## config.mk

```make
export PLATFORM = sky130hd
export DESIGN_NAME = load_store_unit
export DESIGN_NICKNAME = d
export VERILOG_FILES = /design/src/rtl/load_store_unit_pkg.sv /design/src/rtl/lsu_align.sv /design/src/rtl/load_store_unit.sv
export SDC_FILE = /design/constraint.sdc
export NUM_CORES = 1
export LEC_CHECK = 0
export BUFFER_PORTS_ARGS = -buffer_cell sky130_fd_sc_hd__buf_2
export CORE_UTILIZATION = 34
export DETAILED_ROUTE_END_ITERATION = 12
export PLACE_DENSITY = 0.66
export REMOVE_ABC_BUFFERS = 1
export SLEW_MARGIN = 30
export SYNTH_ARGS = -nofsm -noshare
export SYNTH_HDL_FRONTEND = slang
export SYNTH_SLANG_ARGS = --single-unit
```

## constraint.sdc

```tcl
create_clock -name clk -period 2.8 [get_ports clk]
set_input_delay 0.56 -clock clk [delete_from_list [all_inputs] [get_ports clk]]
set_output_delay 0.56 -clock clk [all_outputs]
set_load 0.01 [all_outputs]
```

## src/rtl/load_store_unit_pkg.sv

```systemverilog
// Shared encodings for the load/store unit: access sizes, FSM states and the
// alignment rule that decides whether a request is rejected up front.
package load_store_unit_pkg;

    localparam logic [1:0] SZ_BYTE    = 2'b00;
    localparam logic [1:0] SZ_HALF    = 2'b01;
    localparam logic [1:0] SZ_WORD    = 2'b10;
    localparam logic [1:0] SZ_ILLEGAL = 2'b11;

    typedef enum logic [1:0] {
        IDLE  = 2'b00,
        READ  = 2'b01,
        WRITE = 2'b10,
        RESP  = 2'b11
    } lsu_state_t;

    // Misaligned half/word or an illegal size never touches memory.
    function automatic logic req_bad(input logic [1:0] size, input logic [1:0] addr_lo);
        logic bad;
        case (size)
            SZ_BYTE: bad = 1'b0;
            SZ_HALF: bad = addr_lo[0];
            SZ_WORD: bad = (addr_lo != 2'b00);
            default: bad = 1'b1;
        endcase
        return bad;
    endfunction

endpackage

```

## src/rtl/lsu_align.sv

```systemverilog
// Byte-lane steering: extracts and extends the addressed lane of a memory word
// for loads, and merges store data into the addressed lanes for stores.
module lsu_align
    import load_store_unit_pkg::*;
(
    input  logic [1:0]  size,
    input  logic        is_unsigned,
    input  logic [1:0]  addr_lo,
    input  logic [31:0] mem_word,
    input  logic [31:0] wdata,
    output logic [31:0] load_data,
    output logic [31:0] store_word
);

    logic [7:0]  byte_sel;
    logic [15:0] half_sel;

    always_comb begin
        case (addr_lo)
            2'd0:    byte_sel = mem_word[7:0];
            2'd1:    byte_sel = mem_word[15:8];
            2'd2:    byte_sel = mem_word[23:16];
            default: byte_sel = mem_word[31:24];
        endcase
        half_sel = addr_lo[1] ? mem_word[31:16] : mem_word[15:0];
    end

    always_comb begin
        load_data  = '0;
        store_word = mem_word;
        case (size)
            SZ_BYTE: begin
                load_data = {{24{~is_unsigned & byte_sel[7]}}, byte_sel};
                store_word[{addr_lo, 3'b000} +: 8] = wdata[7:0];
            end
            SZ_HALF: begin
                load_data = {{16{~is_unsigned & half_sel[15]}}, half_sel};
                store_word[{addr_lo[1], 4'b0000} +: 16] = wdata[15:0];
            end
            SZ_WORD: begin
                load_data  = mem_word;
                store_word = wdata;
            end
            default: begin
                load_data  = '0;
                store_word = mem_word;
            end
        endcase
    end

endmodule

```

## src/rtl/load_store_unit.sv

```systemverilog
// Single-outstanding load/store unit in front of an async-read, sync-write word
// memory; sub-word stores are done as read-modify-write.
module load_store_unit
    import load_store_unit_pkg::*;
#(
    parameter int RD_WAIT = 0
) (
    input  logic        clk,
    input  logic        reset,
    input  logic        req_valid,
    output logic        req_ready,
    input  logic        req_write,
    input  logic [1:0]  req_size,
    input  logic        req_unsigned,
    input  logic [31:0] req_addr,
    input  logic [31:0] req_wdata,
    output logic        resp_valid,
    output logic [31:0] resp_rdata,
    output logic        resp_error,
    output logic [31:0] mem_addr,
    output logic [31:0] mem_din,
    output logic        mem_read,
    output logic        mem_write,
    input  logic [31:0] mem_dout
);

    localparam logic [3:0] RD_WAIT_C = 4'(RD_WAIT);

    lsu_state_t  state_q, state_d;
    logic [3:0]  cnt_q, cnt_d;
    logic [31:0] addr_q, addr_d;
    logic [31:0] wdata_q, wdata_d;
    logic [1:0]  size_q, size_d;
    logic        uns_q, uns_d;
    logic        write_q, write_d;
    logic        err_q, err_d;
    logic [31:0] word_q, word_d;

    logic [31:0] load_data;
    logic [31:0] store_word;

    lsu_align u_align (
        .size        (size_q),
        .is_unsigned (uns_q),
        .addr_lo     (addr_q[1:0]),
        .mem_word    (word_q),
        .wdata       (wdata_q),
        .load_data   (load_data),
        .store_word  (store_word)
    );

    always_ff @(posedge clk) begin
        if (reset) begin
            state_q <= IDLE;
            cnt_q   <= '0;
            addr_q  <= '0;
            wdata_q <= '0;
            size_q  <= '0;
            uns_q   <= 1'b0;
            write_q <= 1'b0;
            err_q   <= 1'b0;
            word_q  <= '0;
        end else begin
            state_q <= state_d;
            cnt_q   <= cnt_d;
            addr_q  <= addr_d;
            wdata_q <= wdata_d;
            size_q  <= size_d;
            uns_q   <= uns_d;
            write_q <= write_d;
            err_q   <= err_d;
            word_q  <= word_d;
        end
    end

    always_comb begin
        state_d = state_q;
        cnt_d   = cnt_q;
        addr_d  = addr_q;
        wdata_d = wdata_q;
        size_d  = size_q;
        uns_d   = uns_q;
        write_d = write_q;
        err_d   = err_q;
        word_d  = word_q;
        case (state_q)
            IDLE: begin
                if (req_valid) begin
                    addr_d  = req_addr;
                    wdata_d = req_wdata;
                    size_d  = req_size;
                    uns_d   = req_unsigned;
                    write_d = req_write;
                    err_d   = req_bad(req_size, req_addr[1:0]);
                    cnt_d   = '0;
                    word_d  = '0;
                    if (req_bad(req_size, req_addr[1:0])) begin
                        state_d = RESP;
                    end else if (req_write && req_size == SZ_WORD) begin
                        state_d = WRITE;
                    end else begin
                        state_d = READ;
                    end
                end
            end
            READ: begin
                // Sample the memory only on the last held cycle of mem_read.
                if (cnt_q == RD_WAIT_C) begin
                    word_d  = mem_dout;
                    cnt_d   = '0;
                    state_d = write_q ? WRITE : RESP;
                end else begin
                    cnt_d = cnt_q + 4'd1;
                end
            end
            WRITE:   state_d = RESP;
            default: state_d = IDLE;
        endcase
    end

    always_comb begin
        req_ready  = (state_q == IDLE);
        // Reset kills memory strobes immediately, before the state register clears.
        mem_read   = (state_q == READ) && !reset;
        mem_write  = (state_q == WRITE) && !reset;
        mem_addr   = '0;
        mem_din    = '0;
        if (state_q == READ || state_q == WRITE) begin
            mem_addr = {addr_q[31:2], 2'b00};
        end
        if (state_q == WRITE) begin
            mem_din = store_word;
        end
        resp_valid = (state_q == RESP);
        resp_error = (state_q == RESP) && err_q;
        resp_rdata = '0;
        if (state_q == RESP && !write_q && !err_q) begin
            resp_rdata = load_data;
        end
    end

endmodule

```

# == After elaboration in Yosys (flattened, before gate mapping) ==
# Index checks and enable logic that the tools add are counted.
# totals
output_inout_bits,101
regBits,107
# op_classes
n_bitwise,3
addsub,3
reduce_logical,21
muxes,24
eq_ne,11
n_shift,4
# op_table
operator,count
32-bit case mux with 3 select lines,2
32-bit two-way mux,5
32-bit bitwise mux,2
32-bit case mux with 2 select lines,1
"16-bit by 7-bit variable shift with 32-bit output, first input constant",1
"8-bit by 7-bit variable shift with 32-bit output, first input constant",1
16-bit by 7-bit indexed part select with 32-bit output,1
8-bit by 7-bit indexed part select with 32-bit output,1
8-bit case mux with 3 select lines,1
16-bit two-way mux,1
5-bit negator with 7-bit output,2
"2-bit == test, second input constant",5
"2-bit by 1-bit == test with 1-bit output, second input constant",4
2-bit logical NOT,4
2-bit two-way mux,4
4-bit two-way mux,2
4-bit case mux with 2 select lines,1
1-bit logical AND,6
2-bit case mux with 3 select lines,1
2-bit AND reduction,3
"4-bit by 1-bit adder with 4-bit output, second input constant",1
4-bit logical NOT,1
"2-bit inequality test, second input constant",2
2-bit nonzero test,2
7 further kinds,12

# == Logic depth before layout (Yosys ltp) ==
# depth
ltp_word,7
mapped_depth,9
ltp_nobuf,6

# == By module ==
# From an unflattened synthesis, not the netlist that was laid out.
# unflattened
cells_unflattened,903
area_unflattened_um2,7247.0
# by_module_without_submodules
module,n_inst,cells_per_inst,area_each_um2
load_store_unit,1,573,4918.5
lsu_align,1,330,2328.5

# == Worst setup path before layout ==
# OpenSTA, ideal clock, no wires.
# synth_timing
path_type,reg2out
startpoint,reg addr_q[1]
endpoint,out mem_din[31]
slack_ps,205
stages_incl_launch_ff,8
n_path_buf,1
arrival_time_ps,2035
cell_sequence,dfxtp_1 -> buf_2 -> inv_1 -> ha_1 -> or4b_4 -> nor3b_4 -> a221o_1 -> a22o_1
# synth_between
elab_chain_cells,5
# synth_lines
element,line,rtl
start: declaration,load_store_unit.sv:31,"logic [31:0] addr_q, addr_d;"
start signal: assignment,load_store_unit.sv:66,addr_q <= addr_d;
"5-bit negator with 7-bit output, on equally long branches","lsu_align.sv:38, lsu_align.sv:34",
16-bit by 7-bit indexed part select with 32-bit output (tied with other cells),lsu_align.sv:38,"store_word[{addr_lo[1], 4'b0000} +: 16] = wdata[15:0];"
"32-bit bitwise mux, on equally long branches","lsu_align.sv:38, lsu_align.sv:34",
32-bit case mux with 3 select lines *,lsu_align.sv:31,case (size)
32-bit two-way mux *,load_store_unit.sv:131,if (state_q == WRITE) begin
end: declaration,load_store_unit.sv:21,"output logic [31:0] mem_din,"
# Every way passes the cells marked *; elsewhere a longest branch is shown, timed or not.

# == Worst setup path in the final report ==
# Ends and elaborated chain as after synthesis.

==> summary.md <==
| Metric | Value |
|---|---|
| Average wire per standard cell | 17.3 um |
| Remaining Overflow, GRT | 0 |
| Std-Cell Core Area | 16800 um^2 |
| Static Leakage | 3.23 nW |
| Post-synthesis average cell area | 7.60 um^2 |
| Number of buffers between clock root and the deepest sink | 2 |
| Achievable frequency | 360 MHz |
| Final critical-path required period | 2.78 ns |
| FF+latch count, synth | 107 |
| Startpoint Class | flip-flop |
| Clock insertion delay at the later pin of the skew report | 0.36 ns |
| Die boundary width | 134 um |
| Hold WC Path Type | in -> reg |
| Synth Warn # | 0 |
| Effective utilization at floorplan | 0.353 |
| Final Setup Violations | 0 |
| Final slew viol count | 0 |
| Outcome | completed |
| Largest clock skew in the final design | ~0.0067 ns |
| Required time of the critical path | 2.24 ns |
| Power density normalized to cell area | 741 nW/um^2 |
| DRT iter0 DRCs | 496 |
| Commonest cells after routing, fill and taps aside | sky130_fd_sc_hd__buf_2 (201), sky130_fd_sc_hd__nand2_1 (180), sky130_fd_sc_hd__a21oi_1 (124) |
| Core utilization of the finished layout | 0.451 |
| Netlist cell types | 48 |
| Measured slew at the worst slew-check pin | 0.499 ns |
| Number of flops mapped to enable cells by yosys | 0 |
| Wire length of the first global-routing pass | around 32 mm |
| P&R area growth vs syn | 27.6% |
| Clock tree from TritonCTS | yes |
| Seq/Total Area, Yosys | 0.361 |
| Die H | around 130 um |
| Maximum number of pins on one net before global-route repair | 38 |
| Max cap viols | 0 |
| Initial antenna violation count | 5 |
| Unrepaired setup endpoints after global routing | true |
| Kind of critical path | reg -> out |
| Number of sinks handled by clock tree synthesis | 107 |
| Setup tns final | 0 ns |
| Synthesized instance count | 782 |
| Number of antenna-violating nets in the routed design | 0 |
| Number of buffers inserted during clock tree synthesis | 9 |
| Detailed-route DRC error count | 0 |
| Post-layout net count | 1073 |
| Data arrival time of the critical path | 2.22 ns |
| Crit-path max FO | 17 |
| Netlist area before placement | 5940 um^2 |
| Fraction of the cycle the final worst path needs | 0.992 |
| Root cell of the clock tree | sky130_fd_sc_hd__clkbuf_16 |
| Clock-pin slew of the registers on the worst-case setup and hold paths | around 0.080 ns |
| Crit. End Element | output pin |
| Slew Limit Headroom | 0.666 |
| All-Layer GR Usage | 0.227 |
| Most common cell after layout, fill and taps aside | sky130_fd_sc_hd__buf_2 |
| I/O pins | 204 |
| Total vias in the final route | 6271 |
| # hold bufs at CTS | 0 |
| Average via count per standard cell | 5.28 |
| DP Wirelength | 14.9 mm |
| Via count of the first global-routing pass | 5780 |
| Proportion of layout cells with a drive suffix above 1 | 0.300 |
| Port bufs | 201 |
| Full die area | 18000 um^2 |
| Routed Wire Length | approximately 20 mm |
| Last weighted congestion value of the routability-driven placer | 1.01 |
| Number of endpoints with negative hold slack in the final report | 0 |
| Post-synth ARST share | 0 |
| Main synth FF type | sky130_fd_sc_hd__dfxtp_1 |
| # H-tree levels | 3 |
| Drt pass-1 iters | 6 |
| Floorplan row count | 47 |
| Worst IR drop on VDD | around 0.32 mV |
[registers in the layout, summed over array words and instances, names as in the netlist]
| signal | flops |
|---|---|
| addr_q | 32 |
| cnt_q | 4 |
| err_q | 1 |
| size_q | 2 |
| state_q | 2 |
| uns_q | 1 |
| wdata_q | 32 |
| word_q | 32 |
| write_q | 1 |
[metrics by stage]
stage	instances	hold slack (ns)	setup slack (ns)	power [mW]	cell area [um^2]
floorplan	710	0.426	-0.401	3.32	5620
global placement	1163	0.437	0.325	4.21	7160
detailed placement	1163	0.442	0.311	4.23	7160
CTS	1180	0.404	0.00323	5.61	7500
global route	1183	0.412	-0.0247	5.96	7570
finish	1188	0.415	0.0227	5.61	7580
[logic make-up after synthesis]
group / Yosys count / share of synthesized area
AND/OR/NAND/NOR: 305 / 0.235
AO/OA/AOI/OAI: 252 / 0.284
flip-flops: 107 / 0.361
buffers and inverters: 88 / 0.0647
multiplexers: 16 / 0.0287
adder cells (fa/ha/maj): 12 / 0.0253
other: 1 / 0.000631
XOR/XNOR: 1 / 0.00147
[area by class of cell]
| cell class | instances | area (um^2) |
|---|---|---|
| Multi-Input combinational cell | 588 | 3480 |
| Tap cell | 220 | 275 |
| Antenna cell | 5 | 12.5 |
| Inverter | 15 | 56.3 |
| Clock inverter | 7 | 85.1 |
| Fill cell | 1777 | 9240 |
| Timing Repair Buffer | 237 | 1300 |
| Sequential cell | 107 | 2150 |
| Clock buffer | 9 | 225 |
[synthesized netlist by cell type (all sizes together) (4+ instances only)]
cell	instances	share of area
a21o	7	0.0088
a21oi	125	0.11
a221o	9	0.015
a221oi	16	0.025
a22o	48	0.071
a22oi	8	0.010
and2	46	0.048
buf	31	0.029
clkbuf	42	0.027
dfxtp	107	0.36
ha	12	0.025
inv	15	0.0095
mux2	8	0.015
mux2i	8	0.013
nand2	181	0.11
nand2b	4	0.0042
nand3	19	0.016
nor2	27	0.017
nor2b	17	0.018
o211ai	8	0.010
o21ai	7	0.0059
o22ai	7	0.0074
o2bb2ai	9	0.013
[where the power goes]
group	leakage, nW	internal (mW)	switching, mW	total (mW)
registers	0.875	1.81	0.334	2.14
clock network	0.153	0.713	0.647	1.36
logic	2.21	0.802	1.31	2.11
[worst max-delay path, stage by stage (launching register included)]
cell	delay, ns
sky130_fd_sc_hd__dfxtp_2	0.33
sky130_fd_sc_hd__buf_4	0.16
sky130_fd_sc_hd__buf_6	0.18
sky130_fd_sc_hd__ha_1	0.22
sky130_fd_sc_hd__nor3b_4	0.16
sky130_fd_sc_hd__buf_6	0.14
sky130_fd_sc_hd__a221o_1	0.34
sky130_fd_sc_hd__a22o_1	0.18
sky130_fd_sc_hd__buf_2	0.14
[repair_timing]
item | CTS | global route
gates resized for setup | 5 | 17
gates cloned | 0 | 0
pin swaps | 1 | 6
endpoints found under the setup margin | 24 | 48
setup buffers | 1 | 3
[routing by layer]
layer  track usage  vias to the layer above  share of wire
li1              -                     3096              -
met1         0.309                     2840           0.45
met2         0.344                      290           0.44
met3        0.0495                       41          0.084
met4        0.0961                        4          0.028
met5             0                        -        0.00098
[final timing paths]
kind	startpoint	endpoint	slack, ns	depth (start not counted)
worst max-delay path	addr_q[1]	mem_din[31]	0.02	8
worst min-delay path	mem_dout[14]	word_q[14]	0.42	2
worst max register to register	state_q[1]	word_q[0]	0.76	7
worst min register to register	addr_q[5]	addr_q[5]	0.45	2
Note: power is estimated with default switching activity, not from simulation.
